`config.mk`:
```
export PLATFORM = sky130hd
export DESIGN_NAME = processor_stage2_flat
export DESIGN_NICKNAME = d
export VERILOG_FILES = /design/src/rtl/processor_stage2_if.sv /design/src/rtl/processor_stage2.sv /design/src/flat_wrapper.sv
export SDC_FILE = /design/constraint.sdc
export NUM_CORES = 1
export LEC_CHECK = 0
export CAP_MARGIN = 20
export CORE_MARGIN = 2
export CORE_UTILIZATION = 46
export DETAILED_ROUTE_END_ITERATION = 16
export PLACE_DENSITY = 0.86
export SYNTH_ARGS = -nofsm -noshare
export SYNTH_HDL_FRONTEND = slang
export SYNTH_SLANG_ARGS = --single-unit
```
`constraint.sdc`:
```
create_clock -name clock -period 9.95 [get_ports clock]
set_clock_uncertainty 0.15 [all_clocks]
set_input_delay 2.4875 -clock clock [delete_from_list [all_inputs] [get_ports clock]]
set_output_delay 2.4875 -clock clock [all_outputs]
set_load 0.02 [all_outputs]
```
`src/rtl/processor_stage2_if.sv`:
```
// Signal bundle between processor_stage2 and its neighbours (fetch, register
// file, data memory and stage3). The stage uses the slave view.
interface processor_stage2_if #(
    parameter int unsigned ADDR_SIZE = 18,
    parameter int unsigned WORD_SIZE = 18
);
    logic                 in_valid;
    logic [WORD_SIZE-1:0] in_code_word;
    logic [ADDR_SIZE-1:0] in_ip;
    logic                 stall;
    logic [2:0]           rf_read_addr0;
    logic [2:0]           rf_read_addr1;
    logic [WORD_SIZE-1:0] rf_read_data0;
    logic [WORD_SIZE-1:0] rf_read_data1;
    logic                 reg_write_enable;
    logic [2:0]           reg_write_addr;
    logic [WORD_SIZE-1:0] reg_write_data;
    logic                 call_performed;
    logic [ADDR_SIZE-1:0] mem_addr;
    logic                 mem_write_enable;
    logic [WORD_SIZE-1:0] mem_write_data;
    logic                 no_operation;
    logic [WORD_SIZE-1:0] alu_data0;
    logic [WORD_SIZE-1:0] alu_data1;
    logic [WORD_SIZE-1:0] data1_plus_imm8;
    logic [WORD_SIZE-1:0] code_word;
    logic [ADDR_SIZE-1:0] ip;
    logic [ADDR_SIZE-1:0] ip_plus_one;

    modport slave (
        input  in_valid, in_code_word, in_ip, stall, rf_read_data0, rf_read_data1,
               reg_write_enable, reg_write_addr, reg_write_data, call_performed,
        output rf_read_addr0, rf_read_addr1, mem_addr, mem_write_enable, mem_write_data,
               no_operation, alu_data0, alu_data1, data1_plus_imm8, code_word, ip,
               ip_plus_one
    );

    modport master (
        output in_valid, in_code_word, in_ip, stall, rf_read_data0, rf_read_data1,
               reg_write_enable, reg_write_addr, reg_write_data, call_performed,
        input  rf_read_addr0, rf_read_addr1, mem_addr, mem_write_enable, mem_write_data,
               no_operation, alu_data0, alu_data1, data1_plus_imm8, code_word, ip,
               ip_plus_one
    );
endinterface

```
`src/rtl/processor_stage2.sv`:
```
// Decode/operand stage: reads rx/ry with stage3 write-port forwarding, drives the
// data-memory address/write, and registers the operand bundle for stage3.
module processor_stage2 #(
    parameter int unsigned ADDR_SIZE = 18,
    parameter int unsigned WORD_SIZE = 18
) (
    input logic              clock,
    input logic              reset,
    processor_stage2_if.slave bus
);
    localparam logic [3:0] OP_REG_ADD_IMM8     = 4'h2;
    localparam logic [3:0] OP_LOAD_FROM_MEMORY = 4'h6;
    localparam logic [3:0] OP_WRITE_TO_MEMORY  = 4'h7;
    localparam logic [ADDR_SIZE-1:0] ONE_ADDR  = 1;

    logic [3:0]           opcode;
    logic [2:0]           rx;
    logic [2:0]           ry;
    logic [7:0]           imm8;
    logic [WORD_SIZE-1:0] imm_sext;
    logic [WORD_SIZE-1:0] op0;
    logic [WORD_SIZE-1:0] op1;
    logic [WORD_SIZE-1:0] sum;
    logic                 accept;

    logic                 no_operation_q;
    logic [WORD_SIZE-1:0] alu_data0_q;
    logic [WORD_SIZE-1:0] alu_data1_q;
    logic [WORD_SIZE-1:0] data1_plus_imm8_q;
    logic [WORD_SIZE-1:0] code_word_q;
    logic [ADDR_SIZE-1:0] ip_q;
    logic [ADDR_SIZE-1:0] ip_plus_one_q;

    assign opcode   = bus.in_code_word[17:14];
    assign rx       = bus.in_code_word[13:11];
    assign ry       = bus.in_code_word[10:8];
    assign imm8     = bus.in_code_word[7:0];
    assign imm_sext = {{(WORD_SIZE-8){imm8[7]}}, imm8};

    // Forward stage3's pending write, r0 included.
    assign op0 = (bus.reg_write_enable && bus.reg_write_addr == rx) ?
                 bus.reg_write_data : bus.rf_read_data0;
    assign op1 = (bus.reg_write_enable && bus.reg_write_addr == ry) ?
                 bus.reg_write_data : bus.rf_read_data1;
    assign sum = op1 + imm_sext;

    assign accept = bus.in_valid && !bus.stall && !bus.call_performed;

    assign bus.rf_read_addr0    = rx;
    assign bus.rf_read_addr1    = ry;
    assign bus.mem_addr         = sum[ADDR_SIZE-1:0];
    assign bus.mem_write_enable = accept && (opcode == OP_WRITE_TO_MEMORY);
    assign bus.mem_write_data   = op0;

    always_ff @(posedge clock or posedge reset) begin
        if (reset) begin
            no_operation_q    <= 1'b1;
            alu_data0_q       <= '0;
            alu_data1_q       <= '0;
            data1_plus_imm8_q <= '0;
            code_word_q       <= '0;
            ip_q              <= '0;
            ip_plus_one_q     <= '0;
        end else if (bus.call_performed) begin
            no_operation_q <= 1'b1;
        end else if (bus.stall) begin
            no_operation_q <= no_operation_q;
        end else if (!bus.in_valid) begin
            no_operation_q <= 1'b1;
        end else begin
            no_operation_q    <= 1'b0;
            alu_data0_q       <= op0;
            alu_data1_q       <= op1;
            data1_plus_imm8_q <= sum;
            code_word_q       <= bus.in_code_word;
            ip_q              <= bus.in_ip;
            ip_plus_one_q     <= bus.in_ip + ONE_ADDR;
        end
    end

    assign bus.no_operation    = no_operation_q;
    assign bus.alu_data0       = alu_data0_q;
    assign bus.alu_data1       = alu_data1_q;
    assign bus.data1_plus_imm8 = data1_plus_imm8_q;
    assign bus.code_word       = code_word_q;
    assign bus.ip              = ip_q;
    assign bus.ip_plus_one     = ip_plus_one_q;
endmodule
```
`src/flat_wrapper.sv`:
```
// flat-port wrapper written by rule: the top's interface ports become plain ports
module processor_stage2_flat 
#(
    parameter int unsigned ADDR_SIZE = 18,
    parameter int unsigned WORD_SIZE = 18
)
  (clock, reset, bus_in_valid, bus_in_code_word, bus_in_ip, bus_stall, bus_rf_read_data0, bus_rf_read_data1, bus_reg_write_enable, bus_reg_write_addr, bus_reg_write_data, bus_call_performed, bus_rf_read_addr0, bus_rf_read_addr1, bus_mem_addr, bus_mem_write_enable, bus_mem_write_data, bus_no_operation, bus_alu_data0, bus_alu_data1, bus_data1_plus_imm8, bus_code_word, bus_ip, bus_ip_plus_one);
  processor_stage2_if #(.ADDR_SIZE(ADDR_SIZE), .WORD_SIZE(WORD_SIZE)) bus_i ();
  input logic clock;
  input logic reset;
  input wire logic [$bits(bus_i.in_valid)-1:0] bus_in_valid;
  input wire logic [$bits(bus_i.in_code_word)-1:0] bus_in_code_word;
  input wire logic [$bits(bus_i.in_ip)-1:0] bus_in_ip;
  input wire logic [$bits(bus_i.stall)-1:0] bus_stall;
  input wire logic [$bits(bus_i.rf_read_data0)-1:0] bus_rf_read_data0;
  input wire logic [$bits(bus_i.rf_read_data1)-1:0] bus_rf_read_data1;
  input wire logic [$bits(bus_i.reg_write_enable)-1:0] bus_reg_write_enable;
  input wire logic [$bits(bus_i.reg_write_addr)-1:0] bus_reg_write_addr;
  input wire logic [$bits(bus_i.reg_write_data)-1:0] bus_reg_write_data;
  input wire logic [$bits(bus_i.call_performed)-1:0] bus_call_performed;
  output wire logic [$bits(bus_i.rf_read_addr0)-1:0] bus_rf_read_addr0;
  output wire logic [$bits(bus_i.rf_read_addr1)-1:0] bus_rf_read_addr1;
  output wire logic [$bits(bus_i.mem_addr)-1:0] bus_mem_addr;
  output wire logic [$bits(bus_i.mem_write_enable)-1:0] bus_mem_write_enable;
  output wire logic [$bits(bus_i.mem_write_data)-1:0] bus_mem_write_data;
  output wire logic [$bits(bus_i.no_operation)-1:0] bus_no_operation;
  output wire logic [$bits(bus_i.alu_data0)-1:0] bus_alu_data0;
  output wire logic [$bits(bus_i.alu_data1)-1:0] bus_alu_data1;
  output wire logic [$bits(bus_i.data1_plus_imm8)-1:0] bus_data1_plus_imm8;
  output wire logic [$bits(bus_i.code_word)-1:0] bus_code_word;
  output wire logic [$bits(bus_i.ip)-1:0] bus_ip;
  output wire logic [$bits(bus_i.ip_plus_one)-1:0] bus_ip_plus_one;
  assign bus_i.in_valid = bus_in_valid;
  assign bus_i.in_code_word = bus_in_code_word;
  assign bus_i.in_ip = bus_in_ip;
  assign bus_i.stall = bus_stall;
  assign bus_i.rf_read_data0 = bus_rf_read_data0;
  assign bus_i.rf_read_data1 = bus_rf_read_data1;
  assign bus_i.reg_write_enable = bus_reg_write_enable;
  assign bus_i.reg_write_addr = bus_reg_write_addr;
  assign bus_i.reg_write_data = bus_reg_write_data;
  assign bus_i.call_performed = bus_call_performed;
  assign bus_rf_read_addr0 = bus_i.rf_read_addr0;
  assign bus_rf_read_addr1 = bus_i.rf_read_addr1;
  assign bus_mem_addr = bus_i.mem_addr;
  assign bus_mem_write_enable = bus_i.mem_write_enable;
  assign bus_mem_write_data = bus_i.mem_write_data;
  assign bus_no_operation = bus_i.no_operation;
  assign bus_alu_data0 = bus_i.alu_data0;
  assign bus_alu_data1 = bus_i.alu_data1;
  assign bus_data1_plus_imm8 = bus_i.data1_plus_imm8;
  assign bus_code_word = bus_i.code_word;
  assign bus_ip = bus_i.ip;
  assign bus_ip_plus_one = bus_i.ip_plus_one;
  processor_stage2 #(.ADDR_SIZE(ADDR_SIZE), .WORD_SIZE(WORD_SIZE)) u_core (.clock(clock), .reset(reset), .bus(bus_i));
endmodule
```
==> results.txt <==
Setup repair after global routing left no endpoint under its margin. The worst slew slack as a fraction of its limit is 33.1%. The count of different cell masters after synthesis is 57. On the final layout, the worst hold slack is 327 ps.

The largest single stage delay on the critical path is 680 ps. The region available for standard cell placement spans 12,500 um^2. The count of cells resized by post-cts repair is 0. The tree built by TritonCTS fans out to 109 sinks. The maximum clock rate is 109 MHz. The aggregate negative setup slack came out at 0 ps. After clock tree synthesis, the flow added hold-fix buffers numbering 0. The run finished with clean final reports. The minimum clock period after layout came out at 9130 ps. The fraction of layout cells with a size suffix above 1 came out at 9.81%. The worst endpoint data arrival time came out at 6500 ps. The worst register-to-register path begins at u_core.bus.data1_plus_imm8[9]. The top cell family by delay on the critical path is buffers and inverters.

The number of nets in the final layout came out at 1,000. In the final routed layout, each cell accounts on average for 16.2 um. The combined area of the multi-input logic cells is 2960 um^2. Global routing used 25.1% of the available tracks across all layers. TritonCTS built the clock tree. The latest clock arrival within the worst-skew pair came out at 360 ps. The total standard cell area after synthesis came out at 5870 um^2.

The standby leakage power is 3.95 nW. The post-route clock period utilization came out at 91.8%. Across the whole layout, storage elements account for 2730 um^2. The total number of vias came out at 5,377. The clock transition at the registers of the reported paths came out at 70 ps. The area fraction of the dominant cell type after synthesis is 46.1%. The number of setup violations in the final report came out at 0. The area added between synthesis and finish came out at 49.1%. The number of placement rows is 41.

After detailed routing, the number of remaining DRC violations is 0. The number of violations reported at the end of detailed-routing iteration 0 is 306. The number of nets handed over by synthesis was 771. The kind of path behind the tightest hold check is reg2reg. The area enclosed by the die boundary came out at 13,700 um^2. The signal on the critical path passes through clkdlybuf4s50_1, xnor2_1, nand4_4, mux2_2, ha_1, fa_1, a21oi_1, o211ai_2, nand2_2, a311oi_4, a21boi_0, xnor2_1, clkdlybuf4s50_1. The number of max-capacitance violations reported came out at 0.

The category of the worst setup path capture point is a primary output. The main flop type after synthesis is sky130_fd_sc_hd__dfrtp_1. In the post-synthesis netlist, the biggest area contributors are sky130_fd_sc_hd__dfrtp_1 46%, sky130_fd_sc_hd__nand2_1 17%, sky130_fd_sc_hd__mux2_2 8.3%. The post-route antenna net violation count came out at 0.

The number of antenna violations at the first check in global routing was 0. The I/O pin total came out at 251. The library cell occupying the most area in the post-synthesis netlist is sky130_fd_sc_hd__dfrtp_1. The sequential cell area fraction in the yosys report is 46.5%. The initial cell density of the core is 46.9%.

STA classifies the critical path startpoint as an input port. The slowest library cell on the worst path is sky130_fd_sc_hd__clkdlybuf4s50_1. For this run, the share of the core covered by cells in the final layout is 69.9%.

The number of enable flip-flop cells after synthesis came out at 0. The x dimension of the die is 117 um. The final count of pins violating max slew came out at 0. The data required time of the worst path is 7310 ps.

The sum of routed wire length over all layers came out at 17.1 mm. Each instance of the synthesized netlist takes up on average 8.98 um^2. The largest net degree at the start of global routing came out at 88. In this run the most critical hold path is launched from u_core.bus.alu_data1[15].

The number of antenna diodes in the final layout is 0. The via count of the first global-routing pass is 5,342. Power spread over the standard cell area amounts to 179 nW/um^2. For the pin with the worst max-slew slack, the measured transition is 1000 ps. The number of detailed-route iterations in the first pass is 4. The share of flip-flops with an asynchronous set or reset after synthesis came out at 100%.

The cell count after synthesis is 653. The type of the worst setup path is in2out. Tracing the worst setup path back leads to its startpoint at bus_in_code_word[8]. The post-detailed-route via-to-cell ratio came out at 5.08.

The worst-case IR drop observed on VDD is 123 uV. The first global-routing pass estimated 26.6 mm of wire. The count of state elements after synthesis came out at 109. The H-tree level count came out at 3. The clock buffer count from CTS is 9. The sum of overflow across all layers after global routing came out at 0.

The post-CTS setup buffer count came out at 0. The number of buffers on the longest clock path is 2. In this run the clock root is driven by a sky130_fd_sc_hd__clkbuf_16. The number of warnings reported in the yosys synthesis log came out at 0.

The number of buffers added on ports is 250. The maximum fanout along the worst path is 18. The number of fill cells in the layout is 991. At the end of routability-driven placement, the weighted congestion stood at 0.875. The die span in y came out at 117 um.

The detailed placer's ending HPWL is 12.3 mm. The number of buffer and inverter stages on the critical path came out at 2. The number of hold violations in the final report is 0.
-- per-stage QoR --
stage          worst slack [ps]  cells  power, mW  cell area, um^2
5_1_grt                     605   1059       1.64             8740
3_5_place_dp                897   1043       1.21             8450
4_1_cts                     863   1059       1.58             8740
6_report                    817   1059       1.56             8740
3_3_place_gp                957   1043       1.20             8450
2_1_floorplan              2240    653      0.893             5870
-- cell usage in the layout (no fill, tap or decap), types with 2 or more instances in the layout --
cell type	count
sky130_fd_sc_hd__nand2_1	268
sky130_fd_sc_hd__clkdlybuf4s50_1	250
sky130_fd_sc_hd__dfrtp_1	108
sky130_fd_sc_hd__mux2_2	43
sky130_fd_sc_hd__o21ai_0	25
sky130_fd_sc_hd__xnor2_1	21
sky130_fd_sc_hd__nor2_1	20
sky130_fd_sc_hd__ha_1	18
sky130_fd_sc_hd__xor2_1	15
sky130_fd_sc_hd__a21oi_1	15
sky130_fd_sc_hd__clkbuf_16	9
sky130_fd_sc_hd__nand3_1	8
sky130_fd_sc_hd__nor3_1	7
sky130_fd_sc_hd__inv_1	6
sky130_fd_sc_hd__a21o_1	4
sky130_fd_sc_hd__nand4_1	4
sky130_fd_sc_hd__inv_6	4
sky130_fd_sc_hd__and2_1	3
sky130_fd_sc_hd__o21a_1	3
sky130_fd_sc_hd__or3_1	2
sky130_fd_sc_hd__nor3_2	2
sky130_fd_sc_hd__nand2_2	2
sky130_fd_sc_hd__nand2b_1	2
sky130_fd_sc_hd__a211o_1	2
sky130_fd_sc_hd__o211ai_1	2
sky130_fd_sc_hd__a211oi_2	2
sky130_fd_sc_hd__o31ai_1	2
sky130_fd_sc_hd__a31oi_1	2
sky130_fd_sc_hd__o31ai_2	2
sky130_fd_sc_hd__nand4b_1	2
sky130_fd_sc_hd__buf_4	2
-- worst paths after layout --
kind                                                       to  slack (ps)  cells after the start
worst min register to register       u_core.bus.alu_data1[15]         330                      2
worst min-delay path                 u_core.bus.alu_data1[15]         330                      2
worst max register to register  u_core.bus.data1_plus_imm8[9]        9040                      1
worst max-delay path                         bus_mem_addr[14]         820                     13
min in group asynchronous                   u_core.bus.ip[13]        2410                      2
max in group asynchronous       u_core.bus.data1_plus_imm8[6]        6040                      3
-- synth_stat cells (2+ instances only) --
cell / instances
sky130_fd_sc_hd__a211o_1: 2
sky130_fd_sc_hd__a211oi_2: 2
sky130_fd_sc_hd__a21o_1: 4
sky130_fd_sc_hd__a21oi_1: 15
sky130_fd_sc_hd__a31oi_1: 2
sky130_fd_sc_hd__and2_1: 4
sky130_fd_sc_hd__buf_1: 3
sky130_fd_sc_hd__buf_2: 6
sky130_fd_sc_hd__buf_4: 6
sky130_fd_sc_hd__clkbuf_1: 19
sky130_fd_sc_hd__dfrtp_1: 108
sky130_fd_sc_hd__ha_1: 18
sky130_fd_sc_hd__inv_1: 7
sky130_fd_sc_hd__mux2_2: 43
sky130_fd_sc_hd__nand2_1: 269
sky130_fd_sc_hd__nand2_2: 2
sky130_fd_sc_hd__nand2b_1: 2
sky130_fd_sc_hd__nand3_1: 8
sky130_fd_sc_hd__nand4_1: 4
sky130_fd_sc_hd__nand4b_1: 2
sky130_fd_sc_hd__nor2_1: 20
sky130_fd_sc_hd__nor3_1: 7
sky130_fd_sc_hd__nor3_2: 2
sky130_fd_sc_hd__o211ai_1: 2
sky130_fd_sc_hd__o21a_1: 3
sky130_fd_sc_hd__o21ai_0: 25
sky130_fd_sc_hd__o31ai_1: 2
sky130_fd_sc_hd__o31ai_2: 2
sky130_fd_sc_hd__or3_1: 2
sky130_fd_sc_hd__xnor2_1: 21
sky130_fd_sc_hd__xor2_1: 15
-- power breakdown --
| group | total [mW] | switching [mW] | internal (mW) | leakage, nW |
|---|---|---|---|---|
| Sequential | 0.571 | 0.0453 | 0.526 | 1.35 |
| Clock | 0.358 | 0.182 | 0.176 | 0.144 |
| Combinational | 0.634 | 0.334 | 0.300 | 2.45 |
| Total | 1.56 | 0.562 | 1.00 | 3.95 |
-- area by class of cell --
type	count	share of cell area (%)
multi-input combinational	503	33.9
sequential	109	31.2
timing repair buffer	252	28.8
clock buffer	9	2.58
tap	172	2.46
clock inverter	7	0.744
inverter	7	0.329
-- sequential cells by signal (all words and copies together), names as in the netlist --
signal                      flops
u_core.bus.data1_plus_imm8     18
u_core.bus.no_operation         1
u_core.bus.code_word           18
u_core.bus.alu_data0           18
u_core.bus.alu_data1           18
u_core.bus.ip_plus_one         18
u_core.bus.ip                  18
-- per-layer routing --
| layer | vias up | track usage, % | routed length, um |
|---|---|---|---|
| met2 | 180 | 41.8 | 8370 |
| met5 | - | 0 | 0 |
| met4 | 0 | 9.65 | 403 |
| met3 | 24 | 7.72 | 1430 |
| met1 | 2573 | 30.9 | 6930 |
| li1 | 2600 | - | - |
-- kinds of logic (layout without fill, tap and decap cells) --
| group | Yosys count | in the layout | synth area share [%] |
|---|---|---|---|
| AO/OA/AOI/OAI | 71 | 71 | 8.60 |
| XOR/XNOR | 36 | 36 | 5.38 |
| adder cells (fa/ha/maj) | 19 | 19 | 4.18 |
| buffers and inverters | 41 | 275 | 3.14 |
| flip-flops | 109 | 109 | 46.5 |
| multiplexers | 44 | 44 | 8.49 |
| AND/OR/NAND/NOR | 333 | 333 | 23.7 |
(Power assumes the default switching activity.)
